[src/rtl/rx_pwr_det_pkg.sv]
// Shared definitions for the receive power detector: FSM state encoding and
// the derivation of the window-sum width from sample width and window length.
package rx_pwr_det_pkg;

  typedef enum logic [1:0] {
    ST_IDLE   = 2'd0,
    ST_FILL   = 2'd1,
    ST_SEARCH = 2'd2,
    ST_DETECT = 2'd3
  } det_state_e;

  localparam int unsigned P_SQU_DEF      = 32'd6;
  localparam int unsigned P_WIN_LOG2_DEF = 32'd4;
  localparam int unsigned P_HIT_DEF      = 32'd3;

  // Magnitude is squ+1 bits; summing 2^win_log2 of them needs win_log2 extra bits.
  function automatic int unsigned sum_width(input int unsigned squ, input int unsigned win_log2);
    return squ + 32'd1 + win_log2;
  endfunction

  localparam int unsigned SW_DEF = sum_width(P_SQU_DEF, P_WIN_LOG2_DEF);

endpackage

[src/rtl/rx_pwr_det_if.sv]
// Sample/threshold/result bundle between the magnitude stage and the detector.
interface rx_pwr_det_if
  import rx_pwr_det_pkg::*;
#(
  parameter int unsigned P_SQU      = P_SQU_DEF,
  parameter int unsigned P_WIN_LOG2 = P_WIN_LOG2_DEF
);
  localparam int unsigned SW = sum_width(P_SQU, P_WIN_LOG2);

  logic          det_en;
  logic          mag_vld;
  logic [P_SQU:0] mag_in;
  logic [SW-1:0] thr_hi;
  logic [SW-1:0] thr_lo;
  logic [SW-1:0] pwr_sum;
  logic          pwr_vld;
  logic          det_flag;
  logic          det_pulse;

  modport master (
    output det_en, mag_vld, mag_in, thr_hi, thr_lo,
    input  pwr_sum, pwr_vld, det_flag, det_pulse
  );

  modport slave (
    input  det_en, mag_vld, mag_in, thr_hi, thr_lo,
    output pwr_sum, pwr_vld, det_flag, det_pulse
  );
endinterface

[src/rtl/rx_win_sum.sv]
// Sliding-window sum: N-deep delay line of accepted magnitudes, running sum
// and a saturating fill counter; exposes the next sum for same-edge decisions.
module rx_win_sum
  import rx_pwr_det_pkg::*;
#(
  parameter int unsigned P_SQU      = P_SQU_DEF,
  parameter int unsigned P_WIN_LOG2 = P_WIN_LOG2_DEF,
  localparam int unsigned SW        = sum_width(P_SQU, P_WIN_LOG2)
) (
  input  logic           clk,
  input  logic           rst,
  input  logic           clr,
  input  logic           acc,
  input  logic [P_SQU:0] mag_in,
  output logic [SW-1:0]  sum_nxt,
  output logic [SW-1:0]  sum_cur,
  output logic           win_vld
);
  localparam int N  = 1 << P_WIN_LOG2;
  localparam int FW = P_WIN_LOG2 + 1;
  localparam logic [FW-1:0] FILL_MAX  = FW'(N);
  localparam logic [FW-1:0] FILL_LAST = FW'(N - 1);

  logic [P_SQU:0] line_q [N];
  logic [P_SQU:0] line_d [N];
  logic [SW-1:0]  sum_q, sum_d;
  logic [FW-1:0]  fill_q, fill_d;

  // Next-state of delay line, sum and fill; the oldest slot is zero until the window fills.
  always_comb begin
    line_d = line_q;
    sum_d  = sum_q;
    fill_d = fill_q;
    if (clr) begin
      for (int i = 0; i < N; i++) line_d[i] = '0;
      sum_d  = '0;
      fill_d = '0;
    end else if (acc) begin
      line_d[0] = mag_in;
      for (int i = 1; i < N; i++) line_d[i] = line_q[i-1];
      sum_d  = sum_q + SW'(mag_in) - SW'(line_q[N-1]);
      fill_d = (fill_q == FILL_MAX) ? fill_q : fill_q + FW'(1);
    end else begin
      line_d = line_q;
      sum_d  = sum_q;
      fill_d = fill_q;
    end
  end

  // Window state registers.
  always_ff @(posedge clk or posedge rst) begin
    if (rst) begin
      line_q <= '{default: '0};
      sum_q  <= '0;
      fill_q <= '0;
    end else begin
      line_q <= line_d;
      sum_q  <= sum_d;
      fill_q <= fill_d;
    end
  end

  assign sum_nxt = sum_d;
  assign sum_cur = sum_q;
  assign win_vld = acc & ~clr & (fill_q >= FILL_LAST);

endmodule

[src/rtl/rx_pwr_det.sv]
// Carrier detector: windowed power sum with consecutive-hit entry and
// hysteretic exit; decisions use the next sum so flags align with pwr_vld.
module rx_pwr_det
  import rx_pwr_det_pkg::*;
#(
  parameter int unsigned P_SQU      = P_SQU_DEF,
  parameter int unsigned P_WIN_LOG2 = P_WIN_LOG2_DEF,
  parameter int unsigned P_HIT      = P_HIT_DEF
) (
  input  logic         clk,
  input  logic         rst,
  rx_pwr_det_if.slave  bus
);
  localparam int unsigned SW = sum_width(P_SQU, P_WIN_LOG2);
  localparam int HW = $clog2(P_HIT + 1);
  localparam logic [HW-1:0] HIT_LAST = HW'(P_HIT - 1);

  logic          clr_s, acc_s, win_vld_s;
  logic [SW-1:0] sum_nxt_s, sum_cur_s;

  det_state_e    state_q, state_d;
  logic [HW-1:0] hit_q, hit_d;
  logic          pwr_vld_q, pwr_vld_d;
  logic          det_flag_q, det_flag_d;
  logic          det_pulse_q, det_pulse_d;

  assign clr_s = ~bus.det_en;
  assign acc_s = bus.det_en & bus.mag_vld;

  rx_win_sum #(
    .P_SQU      (P_SQU),
    .P_WIN_LOG2 (P_WIN_LOG2)
  ) u_win (
    .clk     (clk),
    .rst     (rst),
    .clr     (clr_s),
    .acc     (acc_s),
    .mag_in  (bus.mag_in),
    .sum_nxt (sum_nxt_s),
    .sum_cur (sum_cur_s),
    .win_vld (win_vld_s)
  );

  // FSM next state and hit counting; the Nth-sample window already counts as a hit candidate.
  always_comb begin
    state_d   = state_q;
    hit_d     = hit_q;
    pwr_vld_d = 1'b0;
    if (clr_s) begin
      state_d = ST_IDLE;
      hit_d   = '0;
    end else begin
      pwr_vld_d = win_vld_s;
      case (state_q)
        ST_IDLE, ST_FILL, ST_SEARCH: begin
          if (win_vld_s) begin
            if (sum_nxt_s >= bus.thr_hi) begin
              if (hit_q == HIT_LAST) begin
                state_d = ST_DETECT;
                hit_d   = '0;
              end else begin
                state_d = ST_SEARCH;
                hit_d   = hit_q + HW'(1);
              end
            end else begin
              state_d = ST_SEARCH;
              hit_d   = '0;
            end
          end else if (acc_s && (state_q == ST_IDLE)) begin
            state_d = ST_FILL;
          end else begin
            state_d = state_q;
          end
        end
        ST_DETECT: begin
          if (win_vld_s && (sum_nxt_s < bus.thr_lo)) begin
            state_d = ST_SEARCH;
            hit_d   = '0;
          end else begin
            state_d = state_q;
          end
        end
        default: begin
          state_d = ST_IDLE;
          hit_d   = '0;
        end
      endcase
    end
    det_flag_d  = (state_d == ST_DETECT);
    det_pulse_d = (state_d == ST_DETECT) && (state_q != ST_DETECT);
  end

  // FSM and output registers.
  always_ff @(posedge clk or posedge rst) begin
    if (rst) begin
      state_q     <= ST_IDLE;
      hit_q       <= '0;
      pwr_vld_q   <= 1'b0;
      det_flag_q  <= 1'b0;
      det_pulse_q <= 1'b0;
    end else begin
      state_q     <= state_d;
      hit_q       <= hit_d;
      pwr_vld_q   <= pwr_vld_d;
      det_flag_q  <= det_flag_d;
      det_pulse_q <= det_pulse_d;
    end
  end

  assign bus.pwr_sum   = sum_cur_s;
  assign bus.pwr_vld   = pwr_vld_q;
  assign bus.det_flag  = det_flag_q;
  assign bus.det_pulse = det_pulse_q;

endmodule

[src/flat_wrapper.sv]
// flat-port wrapper written by rule: the top's interface ports become plain ports
module rx_pwr_det_flat import rx_pwr_det_pkg::*;
#(
  parameter int unsigned P_SQU      = P_SQU_DEF,
  parameter int unsigned P_WIN_LOG2 = P_WIN_LOG2_DEF,
  parameter int unsigned P_HIT      = P_HIT_DEF
)
  (clk, rst, bus_det_en, bus_mag_vld, bus_mag_in, bus_thr_hi, bus_thr_lo, bus_pwr_sum, bus_pwr_vld, bus_det_flag, bus_det_pulse);
  rx_pwr_det_if #(.P_SQU(P_SQU), .P_WIN_LOG2(P_WIN_LOG2)) bus_i ();
  input  logic clk;
  input  logic rst;
  input wire logic [$bits(bus_i.det_en)-1:0] bus_det_en;
  input wire logic [$bits(bus_i.mag_vld)-1:0] bus_mag_vld;
  input wire logic [$bits(bus_i.mag_in)-1:0] bus_mag_in;
  input wire logic [$bits(bus_i.thr_hi)-1:0] bus_thr_hi;
  input wire logic [$bits(bus_i.thr_lo)-1:0] bus_thr_lo;
  output wire logic [$bits(bus_i.pwr_sum)-1:0] bus_pwr_sum;
  output wire logic [$bits(bus_i.pwr_vld)-1:0] bus_pwr_vld;
  output wire logic [$bits(bus_i.det_flag)-1:0] bus_det_flag;
  output wire logic [$bits(bus_i.det_pulse)-1:0] bus_det_pulse;
  assign bus_i.det_en = bus_det_en;
  assign bus_i.mag_vld = bus_mag_vld;
  assign bus_i.mag_in = bus_mag_in;
  assign bus_i.thr_hi = bus_thr_hi;
  assign bus_i.thr_lo = bus_thr_lo;
  assign bus_pwr_sum = bus_i.pwr_sum;
  assign bus_pwr_vld = bus_i.pwr_vld;
  assign bus_det_flag = bus_i.det_flag;
  assign bus_det_pulse = bus_i.det_pulse;
  rx_pwr_det #(.P_SQU(P_SQU), .P_WIN_LOG2(P_WIN_LOG2), .P_HIT(P_HIT)) u_core (.clk(clk), .rst(rst), .bus(bus_i));
endmodule
[config.mk]
export PLATFORM = sky130hd
export DESIGN_NAME = rx_pwr_det_flat
export DESIGN_NICKNAME = d
export VERILOG_FILES = /design/src/rtl/rx_pwr_det_pkg.sv /design/src/rtl/rx_pwr_det_if.sv /design/src/rtl/rx_win_sum.sv /design/src/rtl/rx_pwr_det.sv /design/src/flat_wrapper.sv
export SDC_FILE = /design/constraint.sdc
export NUM_CORES = 1
export LEC_CHECK = 0
export ABC_CLOCK_PERIOD_IN_PS = 5800
export CAP_MARGIN = 40
export CORE_ASPECT_RATIO = 0.8
export CORE_MARGIN = 2
export CORE_UTILIZATION = 55
export DETAILED_ROUTE_END_ITERATION = 8
export HOLD_SLACK_MARGIN = 0.02
export PLACE_DENSITY = 0.75
export SLEW_MARGIN = 20
export SYNTH_ARGS = -nofsm -noshare
export SYNTH_HDL_FRONTEND = slang
export SYNTH_SLANG_ARGS = --single-unit
[constraint.sdc]
create_clock -name clk -period 5.8 [get_ports clk]
set_input_delay 1.16 -clock clk [delete_from_list [all_inputs] [get_ports clk]]
set_output_delay 1.16 -clock clk [all_outputs]
set_load 0.1 [all_outputs]
==> flow_metrics.tcl, run 1 <==
set metrics [dict create \
    clockPowerShare_pct 38.1 \
    cts_sinks 135 \
    synth_area_leader_cell "sky130_fd_sc_hd__dfrtp_1" \
    layout-area-overhead-vs-synth_pct 22.11 \
    synth_area_leaders "sky130_fd_sc_hd__dfrtp_1 50%, sky130_fd_sc_hd__mux2i_1 18%, sky130_fd_sc_hd__nor2_1 7.2%" \
    worst_setup_path_end_kind "register" \
    number_of_buffers_added_by_the_clock_tree_synthesis_step 17 \
    crit_slowest_cell "sky130_fd_sc_hd__or4_1" \
    htree_levels 4 \
    cp.arrival_ns 5.58 \
    seq_power_share_pct 33.2 \
    tightestPinTransition_ns 0.7905 \
    critPathBufInv 3 \
    yosys-mux-area-fraction_pct 18.00 \
    synth_cell_type_count 50 \
    die_width_um 127.7 \
    place_congestion 0.8774 \
    worstReg2RegEnd "u_core.hit_q[0]$_DFFE_PP0P_" \
    postSynthNetCount 700 \
    yosys_register_bits 135 \
    worstRegToRegCells 16 \
    crit_fanout 3 \
    cp_top_family "compound AO/OA/AOI/OAI gates" \
    power_per_cell_area_nw_per_um2 369.2 \
    synth_fa_ha_area_share_pct 8.591 \
    tritoncts "done" \
    fin_crit_ns 5.261 \
    crit_path_frequent_cell "sky130_fd_sc_hd__a21oi_1" \
    hold_path_class "reg2reg" \
    compound_cell_area_share_of_the_yosys_netlist_pct 5.727 \
    port_buffers 46 \
    grt.overflow.total 0 \
    power.net_switching_uw 975.1 \
    combPwrFrac_pct 28.7 \
    clk_transition_reported_paths_ns 0.06 \
    starting_drt_drc_count 245 \
    power.leakage_uw 0.004292 \
    grt_pass1_wl_um 22040 \
    final_antenna_net_count 0 \
    status "completed" \
    synthesis.area_um2 6729 \
    report.final.slew_viol_count 0 \
    rsz0062_at_grt "false" \
    antenna_violations_before_repair 0 \
    fmaxAchievable_mhz 190.1 \
    max_incr_delay_on_cp_ns 0.54 \
    drv.max_cap_violation_count 0 \
    synth_largest_type_area_fraction_pct 50.20 \
    internal_power_uw 2058 \
    num_rows 36 \
    yosys_warnings 0 \
    instances_no_fill 847 \
    cts-root-buf "sky130_fd_sc_hd__clkbuf_16" \
    groute.usage.overall_pct 21.28 \
    initial_utilization_pct 55.74 \
    period_share_pct 90.71 \
    dieArea_um2 13140 \
    seq_area_frac_synth_pct 50.20 \
    drt_drc_violations_left 0 \
    finalSetupViolations 0 \
    antenna_cells 0 \
    die_height_um 102.9 \
    via_count_of_the_first_global_routing_pass 4723 \
    cts_hold_repair.buffers 0 \
    finalSetupTns_ns 0 \
    timing.clock.skew_ns 0.008150 \
    worstHoldStart "u_core.u_win.line_q[46]$_DFFE_PP0P_" \
    nets 757 \
    timing.max_slew.rel_slack_pct 47.30 \
    vdd_ir_drop_max_uv 313.5 \
    layout-drive-gt1-share_pct 8.633 \
    maximum_number_of_pins_on_one_net_before_global_route_repair 89 \
    cts-root-to-sink-buffers 2 \
    clk_latency_ns 0.41 \
    timing.hold.ws_ns 0.5188 \
    postCtsSetupRepairBufs 0 \
    floorplan_core_area_um2 12070 \
    worst_setup_path_start_kind "input port" \
    required_ns 6.12 \
    placed_instances 812 \
    worstPathCellList "clkdlybuf4s50_1 > inv_1 > fa_1 > inv_1 > fa_1 > a211oi_1 > o21bai_1 > a21oi_1 > mux2i_1 > o31ai_1 > ha_1 > a21oi_1 > o311ai_1 > a21oi_1 > a211oi_1 > or4_1 > mux2i_1" \
    post_drt_wl_per_cell_um 15.50 \
    post_synth_inst_count 625 \
    hold_violations 0 \
    wirelength_um 13130 \
    worstHoldPathCells 2 \
    rrSetupSlack_ns 1.37 \
    yosys.area_share.xor_xnor_pct 0.9111 \
    timing.rr.start "u_core.u_win.sum_cur[1]$_DFF_PP0_" \
    syn-mean-instance-area_um2 10.77 \
    synth-simple-area-share_pct 11.29 \
    drt-pass1-iter-count 4 \
    worstHoldEndpoint "u_core.u_win.line_q[46]$_DFFE_PP0P_" \
    io_pins 47 \
    switching_share_pct 32.15 \
    ctsResizeCount 0 \
    synth_top_family_by_area "multiplexers" \
    timing.setup.critical_path_class "in2reg" \
    viasPerCell 5.412 \
    post-dp-hpwl_um 8521 \
    routed-via-count 4584 \
]
worst register-to-register path, stage by stage (launching register included):
cell and delay [ns]:
sky130_fd_sc_hd__dfrtp_1 0.37, sky130_fd_sc_hd__inv_1 0.07, sky130_fd_sc_hd__fa_1 0.54, sky130_fd_sc_hd__inv_1 0.07, sky130_fd_sc_hd__fa_1 0.48, sky130_fd_sc_hd__a211oi_1 0.29
sky130_fd_sc_hd__o21bai_1 0.16, sky130_fd_sc_hd__a21oi_1 0.22, sky130_fd_sc_hd__mux2i_1 0.12, sky130_fd_sc_hd__o31ai_1 0.42, sky130_fd_sc_hd__ha_1 0.33, sky130_fd_sc_hd__a21oi_1 0.14
sky130_fd_sc_hd__o311ai_1 0.14, sky130_fd_sc_hd__a21oi_1 0.20, sky130_fd_sc_hd__a211oi_1 0.09, sky130_fd_sc_hd__or4_1 0.54, sky130_fd_sc_hd__mux2i_1 0.18
synthesized netlist by cell type, drive strengths merged:
cell,n
nor4,1
o31ai,1
o2bb2ai,1
o31a,1
a221oi,1
nor2,129
or3,3
o311ai,2
clkbuf,15
a22oi,2
buf,15
a41oi,1
nand2b,3
ha,35
nand3b,3
a31o,1
o21bai,1
nor4b,1
a21o,11
nand4,5
nor3b,3
nand2,10
o21a,2
a21oi,11
nand3,3
nor3,3
and4,3
or4,1
xnor2,4
xor2,3
o22a,1
and2,2
or2,1
o211ai,2
and3,4
a31oi,4
inv,58
o21ai,10
a211oi,5
dfrtp,135
fa,7
mux2i,121
power by group through the flow:
| stage | Clock [µW] | Combinational [µW] | Sequential (µW) |
|---|---|---|---|
| 2_1_floorplan | 0 | 427 | 1180 |
| 3_3_place_gp | 0 | 747 | 1020 |
| 3_5_place_dp | 0 | 849 | 1020 |
| 4_1_cts | 1170 | 860 | 1010 |
| 5_1_grt | 1220 | 937 | 1010 |
| 6_report | 1160 | 870 | 1010 |
layer usage:
| layer | track usage [%] | vias up | wire (µm) |
|---|---|---|---|
| met5 | 0 | - | 0 |
| met4 | 7.777 | 0 | 138 |
| met3 | 3.581 | 13 | 337 |
| met2 | 36.36 | 81 | 6649 |
| met1 | 27.86 | 2263 | 6003 |
| li1 | - | 2227 | - |
registers in the layout, indices dropped and copies added, names as in the netlist:
register / flops
u_core.u_win.sum_cur: 11
u_core.bus.det_pulse: 1
u_core.hit_q: 2
u_core.bus.pwr_vld: 1
u_core.state_q: 2
u_core.u_win.line_q: 112
u_core.u_win.fill_q: 5
u_core.bus.det_flag: 1
how the worst max path moves through the flow:
stage	cells after the start	slack [ns]	to	from
6_report	17	0.54	u_core.hit_q[0]$_DFFE_PP0P_	bus_mag_in[1]
2_1_floorplan	1	1.03	u_core.bus.det_flag$_DFF_PP0_	rst
5_1_grt	18	0.23	u_core.hit_q[0]$_DFFE_PP0P_	bus_mag_in[1]
4_1_cts	17	0.57	u_core.hit_q[0]$_DFFE_PP0P_	bus_mag_in[1]
3_3_place_gp	18	0.34	u_core.hit_q[1]$_DFFE_PP0P_	bus_mag_in[1]
3_5_place_dp	17	0.18	u_core.hit_q[0]$_DFFE_PP0P_	bus_mag_in[1]
logic make-up after synthesis:
group	Yosys count
buffers and inverters	88
adder cells (fa/ha/maj)	42
AO/OA/AOI/OAI	57
XOR/XNOR	7
AND/OR/NAND/NOR	175
flip-flops	135
multiplexers	121
cell usage in the layout (no fill, tap or decap), types with 7 or more instances in the layout:
master,netlist,layout
sky130_fd_sc_hd__dfrtp_1,135,135
sky130_fd_sc_hd__clkbuf_16,0,17
sky130_fd_sc_hd__nand2_1,10,10
sky130_fd_sc_hd__inv_1,57,56
sky130_fd_sc_hd__a21o_1,11,11
sky130_fd_sc_hd__buf_8,0,13
sky130_fd_sc_hd__fa_1,7,7
sky130_fd_sc_hd__clkdlybuf4s50_1,0,45
sky130_fd_sc_hd__ha_1,35,35
sky130_fd_sc_hd__o21ai_0,9,9
sky130_fd_sc_hd__a21oi_1,11,11
sky130_fd_sc_hd__mux2i_1,121,121
sky130_fd_sc_hd__nor2_1,129,129
area by class of cell:
type / count / area, µm²
Fill cell: 880 / 3855
Sequential cell: 135 / 3378
Multi-Input combinational cell: 402 / 2995
Timing Repair Buffer: 68 / 797.0
Clock buffer: 18 / 439.2
Inverter: 58 / 221.5
Clock inverter: 14 / 195.2
Tap cell: 152 / 190.2
through the flow:
| step | instance area [µm²] | worst slack [ns] | utilization, % | power (µW) |
|---|---|---|---|---|
| floorplan | 6729 | 1.029 | - | 1610 |
| global placement | 7284 | 0.3404 | 60.34 | 1770 |
| detailed placement | 7507 | 0.1845 | 62.19 | 1872 |
| CTS | 8142 | 0.5703 | 67.44 | 3042 |
| global route | 8217 | 0.2270 | 68.07 | 3163 |
| finish | 8217 | 0.5390 | 68.07 | 3033 |
(Power assumes the default switching activity.)
==> run 2: changes to the inputs <==
CORE_UTILIZATION = 45   (was 55)
CTS_CLUSTER_DIAMETER = 200   (was unset)
PLACE_DENSITY = unset   (was 0.75)
REMOVE_ABC_BUFFERS = 1   (was unset)
==> run 2 against run 1 <==
  * Die area increased by 21%
  * Hold slack about the same
  * Critical path type unchanged
  * Clock power decreased by 11%
  * Via count decreased by 2.6%
  * Highest routed layer unchanged
  * Clock skew decreased by 0.0048 ns
  * Flip-flop and latch count unchanged
  * Routed wire length unchanged
  * Cell count increased by 3.7%
  * Sequential power about the same
==> flow_metrics.tcl, run 2 (synthesis gave the netlist of run 1 again) <==
set metrics [dict create \
    crit_slowest_cell "sky130_fd_sc_hd__or4_1" \
    drt_drc_violations_left 0 \
    clk_latency_ns 0.41 \
    vdd_ir_drop_max_uv 228.0 \
    max_incr_delay_on_cp_ns 0.53 \
    postCtsSetupRepairBufs 0 \
    status "completed" \
    critical_path.startpoint "bus_mag_in[1]" \
    finalSetupViolations 0 \
    worst_setup_path_start_kind "input port" \
    power.net_switching_uw 932.5 \
    num_rows 39 \
    timing.max_slew.rel_slack_pct 52.03 \
    worstHoldPathCells 2 \
    worstPathCellList "clkdlybuf4s50_1 > inv_1 > fa_1 > inv_1 > fa_1 > a211oi_1 > o21bai_1 > a21oi_1 > mux2i_1 > o31ai_1 > ha_1 > a21oi_1 > o311ai_1 > a21oi_1 > a211oi_1 > or4_1 > o2bb2ai_1" \
    design_area_um2 8163 \
    timing.rr.start "u_core.u_win.sum_cur[1]$_DFF_PP0_" \
    tritoncts "done" \
    post-dp-hpwl_um 8813 \
    die_height_um 113.4 \
    groute.usage.overall_pct 17.77 \
    seq_power_share_pct 34.5 \
    antenna_violations_before_repair 0 \
    switching_share_pct 32.01 \
    placed_instances 845 \
    viasPerCell 5.085 \
    place_congestion 0.8191 \
    htree_levels 4 \
    most-common-layout-cells "135 x sky130_fd_sc_hd__dfrtp_1, 129 x sky130_fd_sc_hd__nor2_1, 121 x sky130_fd_sc_hd__mux2i_1" \
    grt.overflow.total 0 \
    clk_transition_reported_paths_ns 0.06 \
    dieArea_um2 15950 \
    routed-via-count 4465 \
    power.leakage_uw 0.004245 \
    final_antenna_net_count 0 \
    port_buffers 46 \
    via_count_of_the_first_global_routing_pass 4619 \
    crit_path_frequent_cell "sky130_fd_sc_hd__a21oi_1" \
    drv.max_cap_violation_count 0 \
    post_drt_wl_per_cell_um 14.95 \
    report.final.slew_viol_count 0 \
    clockPowerShare_pct 35.4 \
    worstRegToRegCells 16 \
    fin_crit_ns 5.261 \
    power_uw 2913 \
    wirelength_um 13130 \
    grt_pass1_wl_um 22470 \
    period_share_pct 90.72 \
    timing.setup.critical_path_class "in2reg" \
    instances_no_fill 878 \
    hold_path_class "reg2reg" \
    timing.clock.skew_ns 0.003337 \
    top_register "u_core.u_win.line_q" \
    floorplan_core_area_um2 14440 \
    finalSetupTns_ns 0 \
    antenna_cells 0 \
    drt-pass1-iter-count 4 \
    required_ns 6.14 \
    number_of_buffers_added_by_the_clock_tree_synthesis_step 17 \
    cts-root-to-sink-buffers 2 \
    tightestPinTransition_ns 0.7195 \
    die_width_um 140.7 \
    worstHoldStart "u_core.u_win.line_q[65]$_DFFE_PP0P_" \
    hold_violations 0 \
    fmaxAchievable_mhz 190.1 \
    nets 756 \
    largest_reg_flops 112 \
    cts_hold_repair.buffers 0 \
    crit_fanout 3 \
    layout-area-overhead-vs-synth_pct 21.31 \
    maximum_number_of_pins_on_one_net_before_global_route_repair 132 \
    io_pins 47 \
    ctsResizeCount 0 \
    cts_sinks 135 \
    internal_power_uw 1980 \
    power_per_cell_area_nw_per_um2 356.8 \
    starting_drt_drc_count 201 \
    cp.arrival_ns 5.60 \
    cts-root-buf "sky130_fd_sc_hd__clkbuf_16" \
    combPwrFrac_pct 30.1 \
    initial_utilization_pct 46.59 \
    layout-drive-gt1-share_pct 7.925 \
    rsz0062_at_grt "false" \
    mostFrequentLayoutCell "sky130_fd_sc_hd__dfrtp_1" \
    worst_setup_path_end_kind "register" \
    timing.hold.ws_ns 0.5184 \
    dpl-instance-area_um2 7567 \
]
==> run 2: changes by cell type in the layout (fill, tap and decap cells not counted), sizes merged <==
cell	before	now
clkinvlp	1	2
clkinv	5	6
bufinv	4	2
clkbuf	18	23
inv	62	57
buf	23	22
==> run 2: cell type report <==
class	count	area, µm²
fill	1228	6281
inverter	58	221.5
clock buffer	23	467.9
tap	184	230.2
timing repair buffer	67	769.5
clock inverter	9	100.1
sequential	135	3378
multi-input combinational	402	2995
==> run 2: path summary, 6_finish.rpt <==
path / to / slack [ns]
max: u_core.hit_q[1]$_DFFE_PP0P_ / 0.54
min: u_core.u_win.line_q[65]$_DFFE_PP0P_ / 0.52
min reg2reg: u_core.u_win.line_q[65]$_DFFE_PP0P_ / 0.52
max in group asynchronous: u_core.u_win.line_q[39]$_DFFE_PP0P_ / 3.77
min in group asynchronous: u_core.u_win.line_q[80]$_DFFE_PP0P_ / 0.99
max reg2reg: u_core.hit_q[1]$_DFFE_PP0P_ / 1.37
==> run 2: through the flow <==
step	setup slack, ns	utilization [%]
floorplan	1.029	-
global placement	0.3264	50.85
detailed placement	0.1677	52.39
CTS	0.5717	56.32
global route	0.1490	56.51
finish	0.5385	56.51
==> run 2: critical path, delay by kind of cell <==
| family | cells | cell delay, ns |
|---|---|---|
| mux | 1 | 0.12 |
| fa+ha+maj | 3 | 1.33 |
| buf+inv | 3 | 0.64 |
| compound gates | 9 | 1.82 |
| simple gates | 1 | 0.53 |
==> run 2: per-layer routing <==
metal  GRT usage [%]  routed length [µm]  vias up
met1           23.76                6263     2176
met2           28.39                6228       54
met3           4.870                 483       13
met4           5.867                 153        0
li1                -                   -     2222
met5               0                   0        -
==> run 2: power by group through the flow <==
stage | Combinational [µW] | Clock, µW | Sequential [µW]
after floorplan | 403 | 0 | 1180
after global placement | 769 | 0 | 1020
after detailed placement | 871 | 0 | 1020
after CTS | 878 | 1060 | 1010
after global routing | 952 | 1110 | 1010
final | 875 | 1030 | 1010
